File: src/rtl/wb_uart_rx_os.sv
// wb_uart_rx_os -- oversampling UART receiver with a Wishbone read port.
//
// Receives 5..8 data bits (LSB first), with optional even/odd parity and one
// stop bit. The line is sampled with an OVERSAMPLE x tick and a 3-tick
// majority vote ending at the bit centre. Received bytes and their error flags
// are stored in a circular FIFO of 2**FIFO_AW entries.
//
// Ports:
//   i_clk, i_reset      system clock, synchronous active-high reset
//   i_wb_cyc, i_wb_stb  Wishbone read request (single-cycle strobe)
//   i_wb_addr           0 = pop data, 1 = status
//   o_wb_data, o_wb_ack read data / acknowledge, one cycle after the strobe
//   o_wb_stall          tied low
//   uart_rx             asynchronous serial input
//   uart_empty          FIFO empty
//   o_frame_err         head entry carries a framing error
//   o_parity_err        head entry carries a parity error
//   o_overrun           sticky: a byte was dropped on a full FIFO
module wb_uart_rx_os #(
  parameter int DATA_BITS      = 8,
  parameter int PARITY_EN      = 0,
  parameter int PARITY_ODD     = 0,
  parameter int OVERSAMPLE     = 16,
  parameter int BAUD_DIV       = 163,
  parameter int BAUD_DIV_WIDTH = 8,
  parameter int FIFO_AW        = 4
) (
  input  logic       i_clk,
  input  logic       i_reset,
  input  logic       i_wb_cyc,
  input  logic       i_wb_stb,
  input  logic       i_wb_addr,
  output logic [7:0] o_wb_data,
  output logic       o_wb_ack,
  output logic       o_wb_stall,
  input  logic       uart_rx,
  output logic       uart_empty,
  output logic       o_frame_err,
  output logic       o_parity_err,
  output logic       o_overrun
);

  localparam int OS_W  = $clog2(OVERSAMPLE);
  localparam int DEPTH = 1 << FIFO_AW;
  localparam bit ODD   = (PARITY_ODD != 0);
  localparam logic [OS_W-1:0]           SAMPLE_PT = OS_W'(OVERSAMPLE / 2 - 1);
  localparam logic [BAUD_DIV_WIDTH-1:0] BAUD_LAST = BAUD_DIV_WIDTH'(BAUD_DIV - 1);
  localparam logic [2:0]                LAST_BIT  = 3'(DATA_BITS - 1);

  typedef enum logic [2:0] {
    S_IDLE, S_START, S_DATA, S_PARITY, S_STOP, S_BREAK
  } state_t;

  function automatic logic maj3(input logic a, input logic b, input logic c);
    return (a & b) | (a & c) | (b & c);
  endfunction

  function automatic logic parity_error(input logic [7:0] d, input logic p);
    return ((^d) ^ p) != ODD;
  endfunction

  state_t                    state;
  logic                      rx_meta, rx_s;
  logic [BAUD_DIV_WIDTH-1:0] baud_cnt;
  logic [OS_W-1:0]           os_cnt;
  logic [2:0]                bit_cnt;
  logic [1:0]                vote_hist;
  logic [7:0]                shreg;
  logic                      par_err_r;
  logic                      tick, sample_pt, vote, start_det;

  logic [9:0]         mem [DEPTH];
  logic [FIFO_AW:0]   wr_ptr, rd_ptr;
  logic [9:0]         head;
  logic               fifo_empty, fifo_full;
  logic               bus_req, pop, push, push_ok, overrun_evt, stat_ack;
  logic [7:0]         status;

  // ---- input synchroniser ----
  always_ff @(posedge i_clk) begin
    if (i_reset) begin
      rx_meta <= 1'b1;
      rx_s    <= 1'b1;
    end else begin
      rx_meta <= uart_rx;
      rx_s    <= rx_meta;
    end
  end

  // ---- bit timing and voting ----
  assign start_det = (state == S_IDLE) && !rx_s;
  assign tick      = (state != S_IDLE) && (baud_cnt == BAUD_LAST);
  assign sample_pt = tick && (os_cnt == SAMPLE_PT);
  // The current rx_s is the third (newest) tick of the vote window.
  assign vote      = maj3(vote_hist[1], vote_hist[0], rx_s);

  always_ff @(posedge i_clk) begin
    if (start_det) begin
      // The detect itself saw a low line, so seed the history with zeros.
      vote_hist <= 2'b00;
      shreg     <= '0;
    end else begin
      if (tick) vote_hist <= {vote_hist[0], rx_s};
      if (state == S_DATA && sample_pt) shreg[bit_cnt] <= vote;
    end
  end

  // ---- receive FSM ----
  always_ff @(posedge i_clk) begin
    if (i_reset) begin
      state     <= S_IDLE;
      baud_cnt  <= '0;
      os_cnt    <= '0;
      bit_cnt   <= '0;
      par_err_r <= 1'b0;
    end else begin
      if (state == S_IDLE || tick) baud_cnt <= '0;
      else                         baud_cnt <= baud_cnt + 1'b1;
      if (tick) os_cnt <= os_cnt + 1'b1;

      case (state)
        S_IDLE: if (!rx_s) begin
          state     <= S_START;
          os_cnt    <= '0;
          bit_cnt   <= '0;
          par_err_r <= 1'b0;
        end
        S_START: if (sample_pt) state <= vote ? S_IDLE : S_DATA;
        S_DATA: if (sample_pt) begin
          if (bit_cnt == LAST_BIT) state <= (PARITY_EN != 0) ? S_PARITY : S_STOP;
          else                     bit_cnt <= bit_cnt + 1'b1;
        end
        S_PARITY: if (sample_pt) begin
          par_err_r <= parity_error(shreg, vote);
          state     <= S_STOP;
        end
        S_STOP: if (sample_pt) state <= rx_s ? S_IDLE : S_BREAK;
        S_BREAK: if (rx_s) state <= S_IDLE;
        default: state <= S_IDLE;
      endcase
    end
  end

  // ---- FIFO ----
  assign push        = (state == S_STOP) && sample_pt;
  assign bus_req     = i_wb_cyc && i_wb_stb;
  assign fifo_empty  = (wr_ptr == rd_ptr);
  assign fifo_full   = (wr_ptr[FIFO_AW] != rd_ptr[FIFO_AW]) &&
                       (wr_ptr[FIFO_AW-1:0] == rd_ptr[FIFO_AW-1:0]);
  assign head        = mem[rd_ptr[FIFO_AW-1:0]];
  assign pop         = bus_req && !i_wb_addr && !fifo_empty;
  // A pop in the same cycle frees the slot the push needs.
  assign push_ok     = push && (!fifo_full || pop);
  assign overrun_evt = push && fifo_full && !pop;

  always_ff @(posedge i_clk) begin
    if (push_ok) mem[wr_ptr[FIFO_AW-1:0]] <= {par_err_r, !vote, shreg};
  end

  always_ff @(posedge i_clk) begin
    if (i_reset) begin
      wr_ptr <= '0;
      rd_ptr <= '0;
    end else begin
      if (push_ok) wr_ptr <= wr_ptr + 1'b1;
      if (pop)     rd_ptr <= rd_ptr + 1'b1;
    end
  end

  // ---- Wishbone read port ----
  assign uart_empty   = fifo_empty;
  assign o_frame_err  = !fifo_empty && head[8];
  assign o_parity_err = !fifo_empty && head[9];
  assign o_wb_stall   = 1'b0;
  assign status       = {4'b0, o_overrun, o_parity_err, o_frame_err, !fifo_empty};

  always_ff @(posedge i_clk) begin
    if (i_reset) begin
      o_wb_ack  <= 1'b0;
      o_wb_data <= '0;
      stat_ack  <= 1'b0;
      o_overrun <= 1'b0;
    end else begin
      o_wb_ack <= bus_req;
      stat_ack <= bus_req && i_wb_addr;
      if (!bus_req)        o_wb_data <= '0;
      else if (i_wb_addr)  o_wb_data <= status;
      else if (fifo_empty) o_wb_data <= '0;
      else                 o_wb_data <= head[7:0];
      // A fresh overrun outranks the clear-on-read of the status ack.
      if (overrun_evt)                o_overrun <= 1'b1;
      else if (o_wb_ack && stat_ack)  o_overrun <= 1'b0;
    end
  end

endmodule

File: config.mk
export PLATFORM = sky130hd
export DESIGN_NAME = wb_uart_rx_os
export DESIGN_NICKNAME = d
export VERILOG_FILES = /design/src/rtl/wb_uart_rx_os.sv
export SDC_FILE = /design/constraint.sdc
export NUM_CORES = 1
export LEC_CHECK = 0
export ABC_AREA = 0
export ABC_CLOCK_PERIOD_IN_PS = 3800
export CELL_PAD_IN_SITES_DETAIL_PLACEMENT = 1
export CELL_PAD_IN_SITES_GLOBAL_PLACEMENT = 1
export CORE_AREA = 2 2 180 147
export DETAILED_ROUTE_END_ITERATION = 8
export DIE_AREA = 0 0 182 149
export DONT_BUFFER_PORTS = 1
export MAX_ROUTING_LAYER = met4
export PLACE_DENSITY_LB_ADDON = 0.1
export SYNTH_ARGS = -nofsm -noshare
export SYNTH_HDL_FRONTEND = slang
export SYNTH_SLANG_ARGS = --single-unit
File: constraint.sdc
create_clock -name i_clk -period 3.8 [get_ports i_clk]
set_clock_uncertainty 0.1 [all_clocks]
set_input_delay 1.14 -clock i_clk [delete_from_list [all_inputs] [get_ports i_clk]]
set_output_delay 1.14 -clock i_clk [all_outputs]
set_load 0.005 [all_outputs]
==> results of run 1 <==
[report_power, final]
| part | internal (mW) | switching, mW | total, mW |
|---|---|---|---|
| Combinational | 0.00656 | 0.0132 | 0.0198 |
| Sequential | 2.50 | 0.00386 | 2.50 |
| Clock | 1.56 | 0.958 | 2.52 |
[synth_stat cells, types with 2 or more instances]
| cell | instances |
|---|---|
| mux4_2 | 34 |
| a211oi_1 | 3 |
| o21ai_0 | 13 |
| nand3b_1 | 2 |
| or3_1 | 4 |
| and4_1 | 2 |
| buf_4 | 3 |
| a31oi_1 | 2 |
| and3_1 | 10 |
| dfxtp_1 | 56 |
| xor2_1 | 9 |
| mux2_2 | 2 |
| nor3b_1 | 2 |
| inv_1 | 4 |
| xnor2_1 | 16 |
| or2_2 | 4 |
| a21oi_1 | 9 |
| nor2_1 | 46 |
| mux2i_1 | 8 |
| o211ai_1 | 3 |
| buf_2 | 11 |
| a22oi_1 | 6 |
| mux4_1 | 9 |
| clkbuf_1 | 10 |
| nor3_1 | 11 |
| nor2b_4 | 2 |
| nand3_1 | 17 |
| nand2_1 | 30 |
| ha_1 | 10 |
| edfxtp_1 | 160 |
| nand4_1 | 6 |
| nor2b_1 | 16 |
[state kept, by name (all words and copies together) (netlist names), named ones only]
name / flops
mem: 160
baud_cnt: 8
o_wb_data: 8
shreg: 8
rd_ptr: 5
wr_ptr: 5
os_cnt: 4
bit_cnt: 3
state: 3
vote_hist: 2
o_overrun: 1
o_wb_ack: 1
par_err_r: 1
rx_meta: 1
rx_s: 1
stat_ack: 1
[cells by family after synthesis]
| group | share of synthesized area |
|---|---|
| AO/OA/AOI/OAI | 0.0336 |
| XOR/XNOR | 0.0276 |
| adder cells (fa/ha/maj) | 0.0155 |
| buffers and inverters | 0.0189 |
| flip-flops | 0.678 |
| multiplexers | 0.126 |
| other | 0.000429 |
| AND/OR/NAND/NOR | 0.0999 |
[per-layer routing]
metal,vias up,GRT usage,part of all wire
li1,2153,-,-
met1,2462,0.226,0.46
met2,92,0.266,0.46
met3,31,0.0374,0.061
met4,0,0.0399,0.021
met5,-,-,0
[path summary, 6_finish.rpt]
check	from	end	slack, ps	depth (start not counted)
worst max-delay path	wr_ptr[2]	o_frame_err	240	4
worst min-delay path	rx_meta	rx_s	310	1
worst max register to register	flip-flop	o_wb_data[1]	1160	6
worst min register to register	rx_meta	rx_s	310	1
[cells in the final DEF, fill, tap and decap left out, drive strengths merged, types with 3 or more instances in the layout]
| cell type | Yosys | final |
|---|---|---|
| o21ai | 13 | 13 |
| nand2 | 30 | 30 |
| nor3 | 13 | 13 |
| inv | 4 | 4 |
| nand4 | 7 | 7 |
| mux2i | 8 | 8 |
| edfxtp | 160 | 160 |
| dfxtp | 56 | 56 |
| nand3 | 17 | 17 |
| clkinv | 0 | 8 |
| buf | 17 | 20 |
| and3 | 10 | 10 |
| nor2 | 46 | 46 |
| bufinv | 0 | 5 |
| ha | 10 | 10 |
| a22oi | 6 | 6 |
| mux4 | 43 | 43 |
| clkinvlp | 0 | 3 |
| clkbuf | 11 | 28 |
| or3 | 4 | 4 |
| xnor2 | 16 | 16 |
| a211oi | 3 | 3 |
| a21oi | 9 | 9 |
| xor2 | 9 | 9 |
| o211ai | 4 | 4 |
| nor2b | 18 | 18 |
| or2 | 5 | 5 |
[per-stage QoR]
stage / std cells / hold WS, ps / area (um^2) / setup slack (ps)
5_1_grt: 915 / 325 / 10100 / 127
4_1_cts: 915 / 312 / 10100 / 255
6_report: 915 / 310 / 10100 / 241
3_5_place_dp: 871 / 298 / 9190 / 744
3_3_place_gp: 871 / 296 / 9190 / 807
2_1_floorplan: 549 / 289 / 8740 / 482
[cell type report]
cell class | instances | area share
sequential | 216 | 0.589
multi-input combinational | 301 | 0.266
clock buffer | 28 | 0.0643
tap | 330 | 0.0411
clock inverter | 16 | 0.0218
timing repair buffer | 20 | 0.0162
inverter | 4 | 0.00149
==> run metrics, run 1 <==
status finished, final reports clean; number of library cell types mapped by synthesis 61; final setup fails 0; Cell Rows 53; detailed-route via count 4,738; RSZ-0062 raised after global routing false; CTS Sinks 216; Seq. cell area 5930 um^2; Slowest-stage cell, CP nor2_1; most common flop cell mapped by yosys edfxtp_1; Worst slew margin 0.417; largest cells by area after synthesis edfxtp_1 (55%), dfxtp_1 (13%), mux4_2 (8.8%), mux4_1 (2.7%), nor2_1 (2.0%); Post-synth EDFFs 160; TritonRoute pass-1 iters 4; Final Hold Vio Count 0; crit path launch type flip-flop; Cell Area, Synth 8740 um^2; Nets 583; Fmax 281 MHz; die footprint 27,100 um^2; leakage power 2.94 nW; CP peak stage delay 630 ps; maxcap violations 0; sequential fraction of the synthesis area 0.678; Ant. Diodes 0; I/O Buffers 0; # IOs 20; Final period util 0.937; Yosys top cell area share 0.550; clock-pin slew on the worst setup and hold paths 60 ps; Critical Path AT 2320 ps; initial antenna violation count 2; critical path data required time 2560 ps; Initial Util 0.342; Die Width 182 um; register bit total from synthesis 216; hpwl dp 14,600 um; cts hold-fix bufs 0; Detailed Route WL 21,600 um; total grt overflow 0; Worst setup EP type output port; Num CTS Buffers 24; 1st-iter DRT viols 310; crit path cell chain xnor2_1, nand4_2, nor2_1, nor2b_1; final core utilization 0.393; vias per inst 5.18; H-tree lvl count 1; CTS max path bufs 3; CP max FO 10; Layout fillers 2,538; Syn Area/Cell 15.9 um^2; vias in the first global route 4,944; all-layer global routing usage 0.170; Synth area leader edfxtp_1; Worst-Margin Slew 865 ps; Slew Viols, Final 0; placer congestion estimate 0.806; synthesis-to-finish area growth 15.0%; syn_nets 565; area of the multi-input gates 2670 um^2; crit path kind reg2out; Peak VDD IR 0.277 mV; largest net degree at the start of global routing 29; buffers and inverters on the worst path 0; Hold WC Path Type reg2reg; Synth Instances 549; fin crit period 3560 ps; CTS tree yes; Yosys Warn Count 0; postcts setup bufs 0; fraction of layout cells with a size suffix above 1 0.197; WL per Instance 23.6 um; post_cts resized 0; FFs w/ async S/R, synth 0; cell area power density 502 nW/um^2; core area 25,600 um^2; global-route wire length before repair 32,800 um; setup TNS 0 ps; Root Buffer clkbuf_16; delay-heaviest family, CP simple AND/OR/NAND/NOR gates; DR DRC count 0; clk_lat worst skew 510 ps; die height 149 um; post-route ant nets 0; Tot Pwr 5.04 mW
(Power assumes the default switching activity.)
==> run 2, diff against run 1 <==
--- a/config.mk
+++ b/config.mk
@@ -10,11 +10,13 @@
 export CELL_PAD_IN_SITES_DETAIL_PLACEMENT = 1
 export CELL_PAD_IN_SITES_GLOBAL_PLACEMENT = 1
 export CORE_AREA = 2 2 180 147
+export CTS_BUF_LIST = sky130_fd_sc_hd__clkbuf_16
 export DETAILED_ROUTE_END_ITERATION = 8
 export DIE_AREA = 0 0 182 149
 export DONT_BUFFER_PORTS = 1
 export MAX_ROUTING_LAYER = met4
 export PLACE_DENSITY_LB_ADDON = 0.1
+export SLEW_MARGIN = 20
 export SYNTH_ARGS = -nofsm -noshare
 export SYNTH_HDL_FRONTEND = slang
 export SYNTH_SLANG_ARGS = --single-unit
==> run 2 against run 1 <==
Fmax up 0.13%; die area unchanged; global-route usage hardly changed; sequential power about the same; critical path depth unchanged; highest routed layer unchanged; largest cell class unchanged; wire length barely moved; clock-buffer cell count fell by 3; non-clock buffer count did not move.
==> run metrics, run 2 (synthesis gave the netlist of run 1 again) <==
status finished, final reports clean (unchanged); wl on met1 10,100 um (was 9840 um); RSZ-0062 raised after global routing false (unchanged); CTS Sinks 216 (unchanged); vias in the first global route 4,951 (was 4,944); Worst-Margin Slew 866 ps (was 865 ps); Worst setup EP type output port (unchanged); Hold WC Path Type reg2reg (unchanged); synthesis-to-finish area growth 14.9% (was 15.0%); crit path cell chain xnor2_1, nand4_2, nor2_1, nor2b_1 (unchanged); Nets 583 (unchanged); initial antenna violation count 2 (unchanged); setup TNS 0 ps (unchanged); Fmax 281 MHz (about the same); placer congestion estimate 0.806 (unchanged); final setup fails 0 (unchanged); commonest non-fill, non-tap cell in the layout edfxtp_1 (unchanged); met3 wire length 1070 um (was 1320 um); fraction of layout cells with a size suffix above 1 0.195 (was 0.197); final core utilization 0.392 (was 0.393); Tot Pwr 5.02 mW (was 5.04 mW); fin crit period 3550 ps (was 3560 ps); post-route ant nets 0 (unchanged); max reg flops 160 (unchanged); Die Width 182 um (unchanged); DR DRC count 0 (unchanged); CP max FO 10 (unchanged); # IOs 20 (unchanged); post_cts resized 0 (unchanged); CTS max path bufs 3 (unchanged); CP peak stage delay 630 ps (about the same); critical path data required time 2560 ps (about the same); Critical Path AT 2310 ps (was 2320 ps); H-tree lvl count 1 (unchanged); crit path launch type flip-flop (unchanged); Slowest-stage cell, CP nor2_1 (unchanged); cell area power density 500 nW/um^2 (was 502 nW/um^2); R2R Setup Slk 1170 ps (was 1160 ps); Cell Rows 53 (unchanged); clk_lat worst skew 510 ps (about the same); I/O Buffers 0 (unchanged); crit path kind reg2out (unchanged); Detailed Route WL 21,600 um (about the same); clock-pin slew on the worst setup and hold paths 60 ps (about the same); all-layer global routing usage 0.170 (about the same); Initial Util 0.342 (unchanged); Ant. Diodes 0 (unchanged); Final period util 0.935 (was 0.937); Hold Path Origin rx_meta (unchanged); Worst Setup SP wr_ptr[2] (unchanged); CTS tree yes (unchanged); Slew Viols, Final 0 (unchanged); hpwl dp 14,600 um (unchanged); WL per Instance 23.6 um (about the same); largest net degree at the start of global routing 29 (unchanged); Peak VDD IR 0.277 mV (about the same); Worst slew margin 0.416 (was 0.417); most frequent cells in the layout edfxtp_1 (160), dfxtp_1 (55), nor2_1 (46), mux4_2 (34), nand2_1 (30) (unchanged); total grt overflow 0 (unchanged); Place WS 744 ps (unchanged); delay-heaviest family, CP simple AND/OR/NAND/NOR gates (unchanged); Num CTS Buffers 24 (unchanged); vias per inst 5.20 (was 5.18); die height 149 um (unchanged); postcts setup bufs 0 (unchanged); leakage power 2.95 nW (was 2.94 nW); final worst slack 245 ps (was 241 ps); core area 25,600 um^2 (unchanged); detailed-route via count 4,756 (was 4,738); 1st-iter DRT viols 312 (was 310); top sig layer met4 (unchanged); Final Hold Vio Count 0 (unchanged); die footprint 27,100 um^2 (unchanged); met2 WL 9990 um (was 9970 um); Root Buffer clkbuf_16 (unchanged); buffers and inverters on the worst path 0 (unchanged); cts hold-fix bufs 0 (unchanged); global-route wire length before repair 32,800 um (about the same); TritonRoute pass-1 iters 4 (unchanged); maxcap violations 0 (unchanged)
==> run 2: worst paths after layout <==
| check | end | cells past startpoint |
|---|---|---|
| worst max-delay path | o_frame_err | 4 |
| worst min-delay path | rx_s | 1 |
| worst max register to register | o_wb_data[1] | 6 |
| worst min register to register | rx_s | 1 |
==> run 2: layout make-up <==
| type | instances | area, um^2 |
|---|---|---|
| clock buffer | 25 | 626 |
| clock inverter | 19 | 230 |
| fill | 2539 | 15600 |
| inverter | 4 | 15.0 |
| multi-input combinational | 301 | 2670 |
| sequential | 216 | 5930 |
| tap | 330 | 413 |
| timing repair buffer | 20 | 163 |
==> run 2: stage by stage <==
step	hold WS (ps)	instance area [um^2]	instances
3_3_place_gp	296	9190	871
5_1_grt	325	10000	915
6_report	310	10000	915
2_1_floorplan	289	8740	549
3_5_place_dp	298	9190	871
4_1_cts	312	10000	915
==> run 2: per-layer routing <==
layer,global-route usage,vias to the layer above
met4,0.0407,0
met3,0.0371,32
met2,0.267,90
met5,-,-
li1,-,2151
met1,0.226,2483
==> run 2: power by group <==
part | internal, mW | total [mW] | switching (mW)
logic | 0.00656 | 0.0198 | 0.0133
registers | 2.50 | 2.50 | 0.00385
clock network | 1.54 | 2.50 | 0.959
